**src/rtl/circuit_test_sequencer_pkg.sv**
```systemverilog
// Shared types and sizing constants for the circuit test sequencer.
package circuit_test_sequencer_pkg;

   localparam int unsigned VEC_COUNT = 32;
   localparam int unsigned VEC_W     = $clog2(VEC_COUNT);
   localparam int unsigned SIG_W     = 32;
   localparam int unsigned SEL_W     = 5;

   typedef enum logic [2:0] {
      IDLE,
      SETTLE,
      SAMPLE,
      EMIT,
      DONE
   } state_e;

endpackage

```
**src/rtl/circuit_test_sequencer_sync2.sv**
```systemverilog
// Two-flop synchroniser bringing the asynchronous circuit output into the clock domain.
module sync2 (
   input  logic clk_i,
   input  logic rst_ni,
   input  logic d_i,
   output logic q_o
);

   logic meta_q;
   logic sync_q;

   always_ff @(posedge clk_i or negedge rst_ni) begin
      if (!rst_ni) begin
         meta_q <= 1'b0;
         sync_q <= 1'b0;
      end else begin
         meta_q <= d_i;
         sync_q <= meta_q;
      end
   end

   assign q_o = sync_q;

endmodule

```
**src/rtl/circuit_test_sequencer.sv**
```systemverilog
// Sweeps every circuit through all stimulus vectors, folds the sampled responses
// into a per-circuit signature and hands each signature out over a valid/ready port.
module circuit_test_sequencer
   import circuit_test_sequencer_pkg::*;
#(
   parameter int unsigned SETTLE_CYCLES = 4,
   parameter int unsigned NUM_CIRCUITS  = 32
) (
   input  logic             CLOCK_50,
   input  logic             RESET_N,
   input  logic             start,
   input  logic             abort,
   input  logic             dut_out,
   output logic [SEL_W-1:0] sel,
   output logic [VEC_W-1:0] stim,
   output logic             busy,
   output logic             sig_valid,
   input  logic             sig_ready,
   output logic [SEL_W-1:0] sig_circuit,
   output logic [SIG_W-1:0] sig_data,
   output logic             done
);

   localparam logic [7:0]       SETTLE_LAST = 8'(SETTLE_CYCLES - 1);
   localparam logic [VEC_W-1:0] LAST_VEC    = VEC_W'(VEC_COUNT - 1);
   localparam logic [SEL_W-1:0] LAST_CIRC   = SEL_W'(NUM_CIRCUITS - 1);

   state_e           state_q;
   logic [SEL_W-1:0] circuit_q;
   logic [VEC_W-1:0] vec_q;
   logic [7:0]       cnt_q;
   logic [SIG_W-2:0] sig_q;
   logic [SIG_W-1:0] sig_d;
   logic [SEL_W-1:0] sel_q;
   logic [VEC_W-1:0] stim_q;
   logic             busy_q;
   logic             sig_valid_q;
   logic [SEL_W-1:0] sig_circuit_q;
   logic [SIG_W-1:0] sig_data_q;
   logic             done_q;
   logic             dut_sync;

   sync2 u_sync (
      .clk_i  (CLOCK_50),
      .rst_ni (RESET_N),
      .d_i    (dut_out),
      .q_o    (dut_sync)
   );

   // The accumulator keeps one bit fewer than the signature: the final shift lands straight in sig_data.
   assign sig_d = {sig_q, dut_sync};

   always_ff @(posedge CLOCK_50 or negedge RESET_N) begin
      if (!RESET_N) begin
         state_q       <= IDLE;
         circuit_q     <= '0;
         vec_q         <= '0;
         cnt_q         <= '0;
         sig_q         <= '0;
         sel_q         <= '0;
         stim_q        <= '0;
         busy_q        <= 1'b0;
         sig_valid_q   <= 1'b0;
         sig_circuit_q <= '0;
         sig_data_q    <= '0;
         done_q        <= 1'b0;
      end else begin
         done_q <= 1'b0;
         if (abort && state_q != IDLE) begin
            state_q     <= IDLE;
            busy_q      <= 1'b0;
            sig_valid_q <= 1'b0;
            stim_q      <= '0;
            cnt_q       <= '0;
         end else begin
            case (state_q)
               IDLE: begin
                  if (start && !abort) begin
                     circuit_q <= '0;
                     vec_q     <= '0;
                     cnt_q     <= '0;
                     sig_q     <= '0;
                     sel_q     <= '0;
                     stim_q    <= '0;
                     busy_q    <= 1'b1;
                     state_q   <= SETTLE;
                  end
               end
               SETTLE: begin
                  if (cnt_q == SETTLE_LAST) begin
                     cnt_q   <= '0;
                     state_q <= SAMPLE;
                  end else begin
                     cnt_q <= cnt_q + 1'b1;
                  end
               end
               SAMPLE: begin
                  sig_q <= sig_d[SIG_W-2:0];
                  if (vec_q != LAST_VEC) begin
                     vec_q   <= vec_q + 1'b1;
                     stim_q  <= vec_q + 1'b1;
                     state_q <= SETTLE;
                  end else begin
                     sig_data_q    <= sig_d;
                     sig_circuit_q <= circuit_q;
                     sig_valid_q   <= 1'b1;
                     state_q       <= EMIT;
                  end
               end
               EMIT: begin
                  if (sig_ready) begin
                     sig_valid_q <= 1'b0;
                     if (circuit_q == LAST_CIRC) begin
                        done_q  <= 1'b1;
                        state_q <= DONE;
                     end else begin
                        circuit_q <= circuit_q + 1'b1;
                        sel_q     <= circuit_q + 1'b1;
                        vec_q     <= '0;
                        stim_q    <= '0;
                        sig_q     <= '0;
                        state_q   <= SETTLE;
                     end
                  end
               end
               DONE: begin
                  busy_q  <= 1'b0;
                  state_q <= IDLE;
               end
               default: begin
                  busy_q  <= 1'b0;
                  state_q <= IDLE;
               end
            endcase
         end
      end
   end

   assign sel         = sel_q;
   assign stim        = stim_q;
   assign busy        = busy_q;
   assign sig_valid   = sig_valid_q;
   assign sig_circuit = sig_circuit_q;
   assign sig_data    = sig_data_q;
   assign done        = done_q;

endmodule

```
**config.mk**
```make
export PLATFORM = sky130hd
export DESIGN_NAME = circuit_test_sequencer
export DESIGN_NICKNAME = d
export VERILOG_FILES = /design/src/rtl/circuit_test_sequencer_pkg.sv /design/src/rtl/circuit_test_sequencer_sync2.sv /design/src/rtl/circuit_test_sequencer.sv
export SDC_FILE = /design/constraint.sdc
export NUM_CORES = 1
export LEC_CHECK = 0
export BUFFER_PORTS_ARGS = -buffer_cell sky130_fd_sc_hd__buf_4
export CAP_MARGIN = 40
export CORE_MARGIN = 2
export CORE_UTILIZATION = 60
export CTS_BUF_LIST = sky130_fd_sc_hd__clkbuf_4
export CTS_CLUSTER_SIZE = 30
export DETAILED_ROUTE_END_ITERATION = 6
export PLACE_DENSITY = 0.9
export SKIP_LAST_GASP = 1
export SYNTH_ARGS = -nofsm -noshare
export SYNTH_HDL_FRONTEND = slang
export SYNTH_SLANG_ARGS = --single-unit
```
**constraint.sdc**
```tcl
create_clock -name CLOCK_50 -period 2.6 [get_ports CLOCK_50]
set_input_delay 0.13 -clock CLOCK_50 [delete_from_list [all_inputs] [get_ports CLOCK_50]]
set_output_delay 0.13 -clock CLOCK_50 [all_outputs]
set_load 0.02 [all_outputs]
```
==> Word level (Yosys, flattened, before mapping) <==
Cells that the tools add are included.
{ "word_totals": {"regBits": 99, "in_bits": 6, "out_inout_bits": 50, "word_cells": 90} }
{ "op_classes": {"addsub": 3, "eq_ne": 17, "muxes": 35, "n_bitwise": 2, "reduce_logical": 20} }
{ "ops": {"columns": ["op", "n"], "rows": [
  ["31-bit two-way mux", 3],
  ["31-bit case mux with 3 select lines", 1],
  ["5-bit two-way mux", 7],
  ["8-bit two-way mux", 3],
  ["3-bit != test, second input constant", 6],
  ["8-bit case mux with 2 select lines", 1],
  ["3-bit two-way mux", 5],
  ["5-bit case mux with 3 select lines", 1],
  ["5-bit AND reduction", 3],
  ["3-bit case mux with 4 select lines", 1],
  ["3-bit nonzero test", 4],
  ["5-bit by 1-bit adder with 5-bit output, second input constant", 2],
  ["5-bit case mux with 2 select lines", 1],
  ["1-bit two-way mux", 9],
  ["3-bit AND reduction", 3],
  ["8-bit by 1-bit adder with 8-bit output, second input constant", 1],
  ["8-bit by 2-bit == test with 1-bit output, second input constant", 1],
  ["2-bit != test, second input constant", 4],
  ["3-bit by 2-bit == test with 1-bit output, second input constant", 2],
  ["6-bit AND reduction", 1],
  ["5-bit == test, second input constant", 1],
  ["5-bit != test, second input constant", 1],
  ["1-bit case mux with 2 select lines", 2],
  ["2-bit AND reduction", 2],
  ["other kinds (10)", 12]
]} }

==> Depth between registers and ports, before layout <==
{ "logic_depth": {"word_depth": 5, "ltp_mapped": 9, "mapped_depth_nobuf": 7} }

==> Cells and area by module <==
From an unflattened synthesis, not the netlist that was laid out.
{ "unflattened": {"hier_cells": 365, "hier_area_um2": 4431.8} }
{ "modules_own_cells": {"columns": ["mod", "instances", "cells_each", "area_per_inst_um2", "seq_area_each_um2"], "rows": [
  ["circuit_test_sequencer", 1, 363, 4381.7, 2427.3],
  ["sync2", 1, 2, 50.0, 50.0]
]} }

==> Least setup slack after synthesis <==
Ideal clock, no wire load.
{ "synth_timing": {"path_kind": "register -> register", "from": "reg sel[0] (netlist name)", "to": "reg vec_q[0]", "setup_time_ns": 0.125, "arrival_time_ns": 2.000, "t_required_ns": 2.475, "path_slack_ns": 0.475, "path_stages_with_launch": 8, "n_path_buf": 0, "synth_period_minus_slack_ns": 2.125, "cell_sequence": "dfrtp_1 > ha_1 > and3_1 > ha_1 > nand2b_1 > a22oi_1 > nand3_1 > mux2_2"} }
{ "synth_lines": {"columns": ["element", "line_no", "text"], "rows": [
  ["to (signal assigned)", "circuit_test_sequencer.sv:100", "vec_q <= vec_q + 1'b1;"],
  ["to (decl)", "circuit_test_sequencer.sv:30", "logic [VEC_W-1:0] vec_q;"]
]} }

==> summary.md <==
| Metric | Value |
|---|---|
| GRT Residual Overflow | `0` |
| Slew headroom | `44.7%` |
| Sum Neg Setup Slack | `0 ns` |
| Via count | `3153` |
| Initial DRC count | `293` |
| Syn Area/Cell | `11.7 sq um` |
| Most frequent CP cell | `ha_1` |
| Top cells by area, synth | `dfrtp_1 56%, o21ai_0 7.4%, mux2_4 6.5%` |
| Crit Path Max Fanout | `6` |
| RSZ-0062 raised after global routing | `no` |
| Die area | `roughly 8000 sq um` |
| Static Leakage | `2.43 nW` |
| Buffer depth of the longest clock path | `2` |
| Synthesized flop and latch total | `99` |
| Final total power | `3.46 mW` |
| Post-DP HPWL | `5.67 mm` |
| # fillers | `470` |
| Std cell rows | `31` |
| Status | `completed` |
| Worst path required time | `between 2 and 3 ns` |
| Final setup fails | `0` |
| R2r setup slk | `about 0.23 ns` |
| # DRC | `0` |
| Drt via density | `roughly 5.9` |
| CP arrival | `~2.7 ns` |
| CP Cell Sequence | `ha_1 -> and3_1 -> ha_1 -> nand2b_1 -> a22oi_1 -> nand3_1 -> mux2_2` |
| Number of global-route vias before repair | `2990` |
| Async S/R FF share, synth | `100%` |
| Startpoint type of the worst setup path | `flop` |
| Placed cell area | `just under 5000 sq um` |
| CP endpoint | `vec_q[0]` |
| Post-Synthesis Cell Area | `4400 sq um` |
| Core Area | `7180 sq um` |
| DR pass1 iterations | `4` |
| Top cell type's share of synthesized area | `56.3%` |
| Die H | `approximately 90 microns` |
| Hold crit path type | `input port to flop` |
| First-pass GRT wire length | `roughly 14 mm` |
| Skew-Pair Late Insertion Delay | `0.45 ns` |
| Number of antenna violations at the first check in global routing | `0` |
| Post-synth top cells | `99 x dfrtp_1, 65 x o21ai_0, 41 x nand2_1, 20 x mux2_2, 19 x mux2_4` |
| Fin crit period | `~2.4 ns` |
| Commonest register cell after synthesis | `dfrtp_1` |
| Syn. warnings | `0` |
| Clock sink count | `99` |
| Peak supply drop | `between 0.0003 and 0.0004 V` |
| Die X | `89.6 microns` |
| Worst Skew | `0.0190 ns` |
| Fin crit share | `91.3%` |
| Cells after synthesis | `377` |
| Clk slew on worst S/H paths | `0.16 ns` |
| Worst Max-Slew Pin Slew | `0.829 ns` |
| CTS buffer count | `9` |
| Ratio of cells with drive above 1 in the final layout | `30.0%` |
| Achievable frequency | `0.421 GHz` |
| H-tree depth | `3` |
| RR Startpoint | `sel[0]` |
| Post-synthesis sequential area ratio | `56.3%` |
| Register area | `about 2500 sq um` |
| NumNets Final | `about 440` |
| R2R depth | `7` |
| WL final | `8.55 mm` |
| Root Buffer | `clkbuf_4` |
| Multi-input logic area | `1770 sq um` |
| Largest net degree at the start of global routing | `67` |
| Slowest CP cell | `dfrtp_1` |
| Post-CTS setup buffer count | `0` |
| Cell area after layout | `~5000 sq um` |
| Cell with the most instances after synthesis | `dfrtp_1` |
| Number of buffers added on ports | `55` |
| I/O pin cnt | `56` |
| Slew Limit Fails | `0` |
| Distinct cells, synth | `between 50 and 60` |
| WHS | `roughly 0.16 ns` |
| Syn-to-layout area delta | `15.5%` |
| Most area-hungry cell type in the Yosys netlist | `dfrtp_1` |
| Worst Setup End Kind | `flop` |
| DR WL/cell | `15.9 microns` |
| Worst reg2reg path endpoint | `vec_q[0]` |
| Final hold vios | `0` |
| Final ANT Viol Nets | `0` |
| Crit path from | `sel[0]` |
| P per Cell Area | `roughly 700 nW/um^2` |
| Critical setup path kind | `flop to flop` |
| Syn nets | `around 390` |
| Post-synth EDFFs | `0` |
| Initial Util | `between 60% and 70%` |
| GRT Total Usage | `a little under a quarter` |
| Max incr delay on CP | `0.46 ns` |
| CTS tree | `done` |
| GPL Wtd Cong | `0.821` |
| Diode count | `0` |
| Number of max-cap violations | `0` |
-- critical path: cells and delay by family, from the launching register on --
family	cells	cell delay (ns)
mux	1	0.32
compound gates	1	0.41
flops	1	0.46
simple gates	3	0.63
fa+ha+maj	2	0.46
-- layout by cell type, fill, tap and decap left out, types with 5 or more instances in the layout --
cell type | Yosys | routed
dfrtp_1 | 99 | 99
o21ai_0 | 65 | 65
buf_4 | 1 | 60
nand2_1 | 41 | 40
mux2_2 | 20 | 20
mux2_4 | 19 | 19
inv_1 | 14 | 14
a21oi_1 | 10 | 10
clkbuf_4 | 0 | 9
nand3_1 | 7 | 7
nor2_1 | 6 | 6
nand2b_1 | 6 | 6
o22ai_1 | 5 | 5
ha_1 | 5 | 5
-- registers in the layout, indices dropped and copies added (netlist names) --
register and count:
busy 1, cnt_q 8, done 1, sel 5, sig_circuit 5, sig_data 32, sig_q 31, sig_valid 1
state_q 3, stim 5, u_sync.meta_q 1, u_sync.q_o 1, vec_q 5
-- cells by family after synthesis --
kind of cell | after synthesis | share of synthesized area, %
flops | 99 | 56.3
simple gates | 82 | 9.93
buf+inv | 35 | 3.81
fa+ha+maj | 5 | 1.42
compound gates | 115 | 16.5
xor+xnor | 2 | 0.398
mux | 39 | 11.6
-- metal layers --
| layer | GRT usage [%] | vias up | share of wire, % |
|---|---|---|---|
| met5 | 0 | - | 0 |
| met4 | 8.96 | 0 | 2.0 |
| met3 | 4.94 | 17 | 5.5 |
| met2 | 34.6 | 109 | 47 |
| met1 | 31.9 | 1557 | 45 |
| li1 | - | 1470 | - |
-- what timing repair did --
action,4_1_cts,5_1_grt
endpoints found under the setup margin,0,2
gates resized for setup,0,1
endpoints found under the hold margin,69,0
hold buffers,4,0
-- cell type report --
cell class	instances	share of cell area [%]
multi-input cells	243	34.8
inverters	14	1.03
flip-flops and latches	99	48.8
clock inverters	7	1.60
well taps	99	2.44
repair buffers	65	10.0
clock buffers	9	1.33
-- power breakdown --
group / internal [mW] / switching (mW) / total (mW)
Combinational: 0.282 / 0.618 / 0.900
Clock: 0.307 / 0.542 / 0.849
Sequential: 1.60 / 0.112 / 1.72
-- how the worst min path moves through the flow --
stage / cells past startpoint / end / start / slack [ns]
floorplan: 0 / busy / RESET_N / -0.17
global placement: 1 / u_sync.meta_q / dut_out / 0.25
detailed placement: 1 / u_sync.meta_q / dut_out / 0.25
CTS: 4 / busy / start / 0.16
global route: 4 / busy / start / 0.21
finish: 4 / busy / start / 0.16
-- per-stage QoR --
stage / cells / util [%] / worst slack [ns]
detailed placement: 516 / 68.1 / 0.173
floorplan: 377 / - / 0.475
finish: 536 / 70.8 / 0.227
global placement: 516 / 68.1 / 0.371
global route: 536 / 70.8 / 0.0639
CTS: 536 / 70.7 / 0.192
No activity file was read; power rests on OpenSTA's default activity.
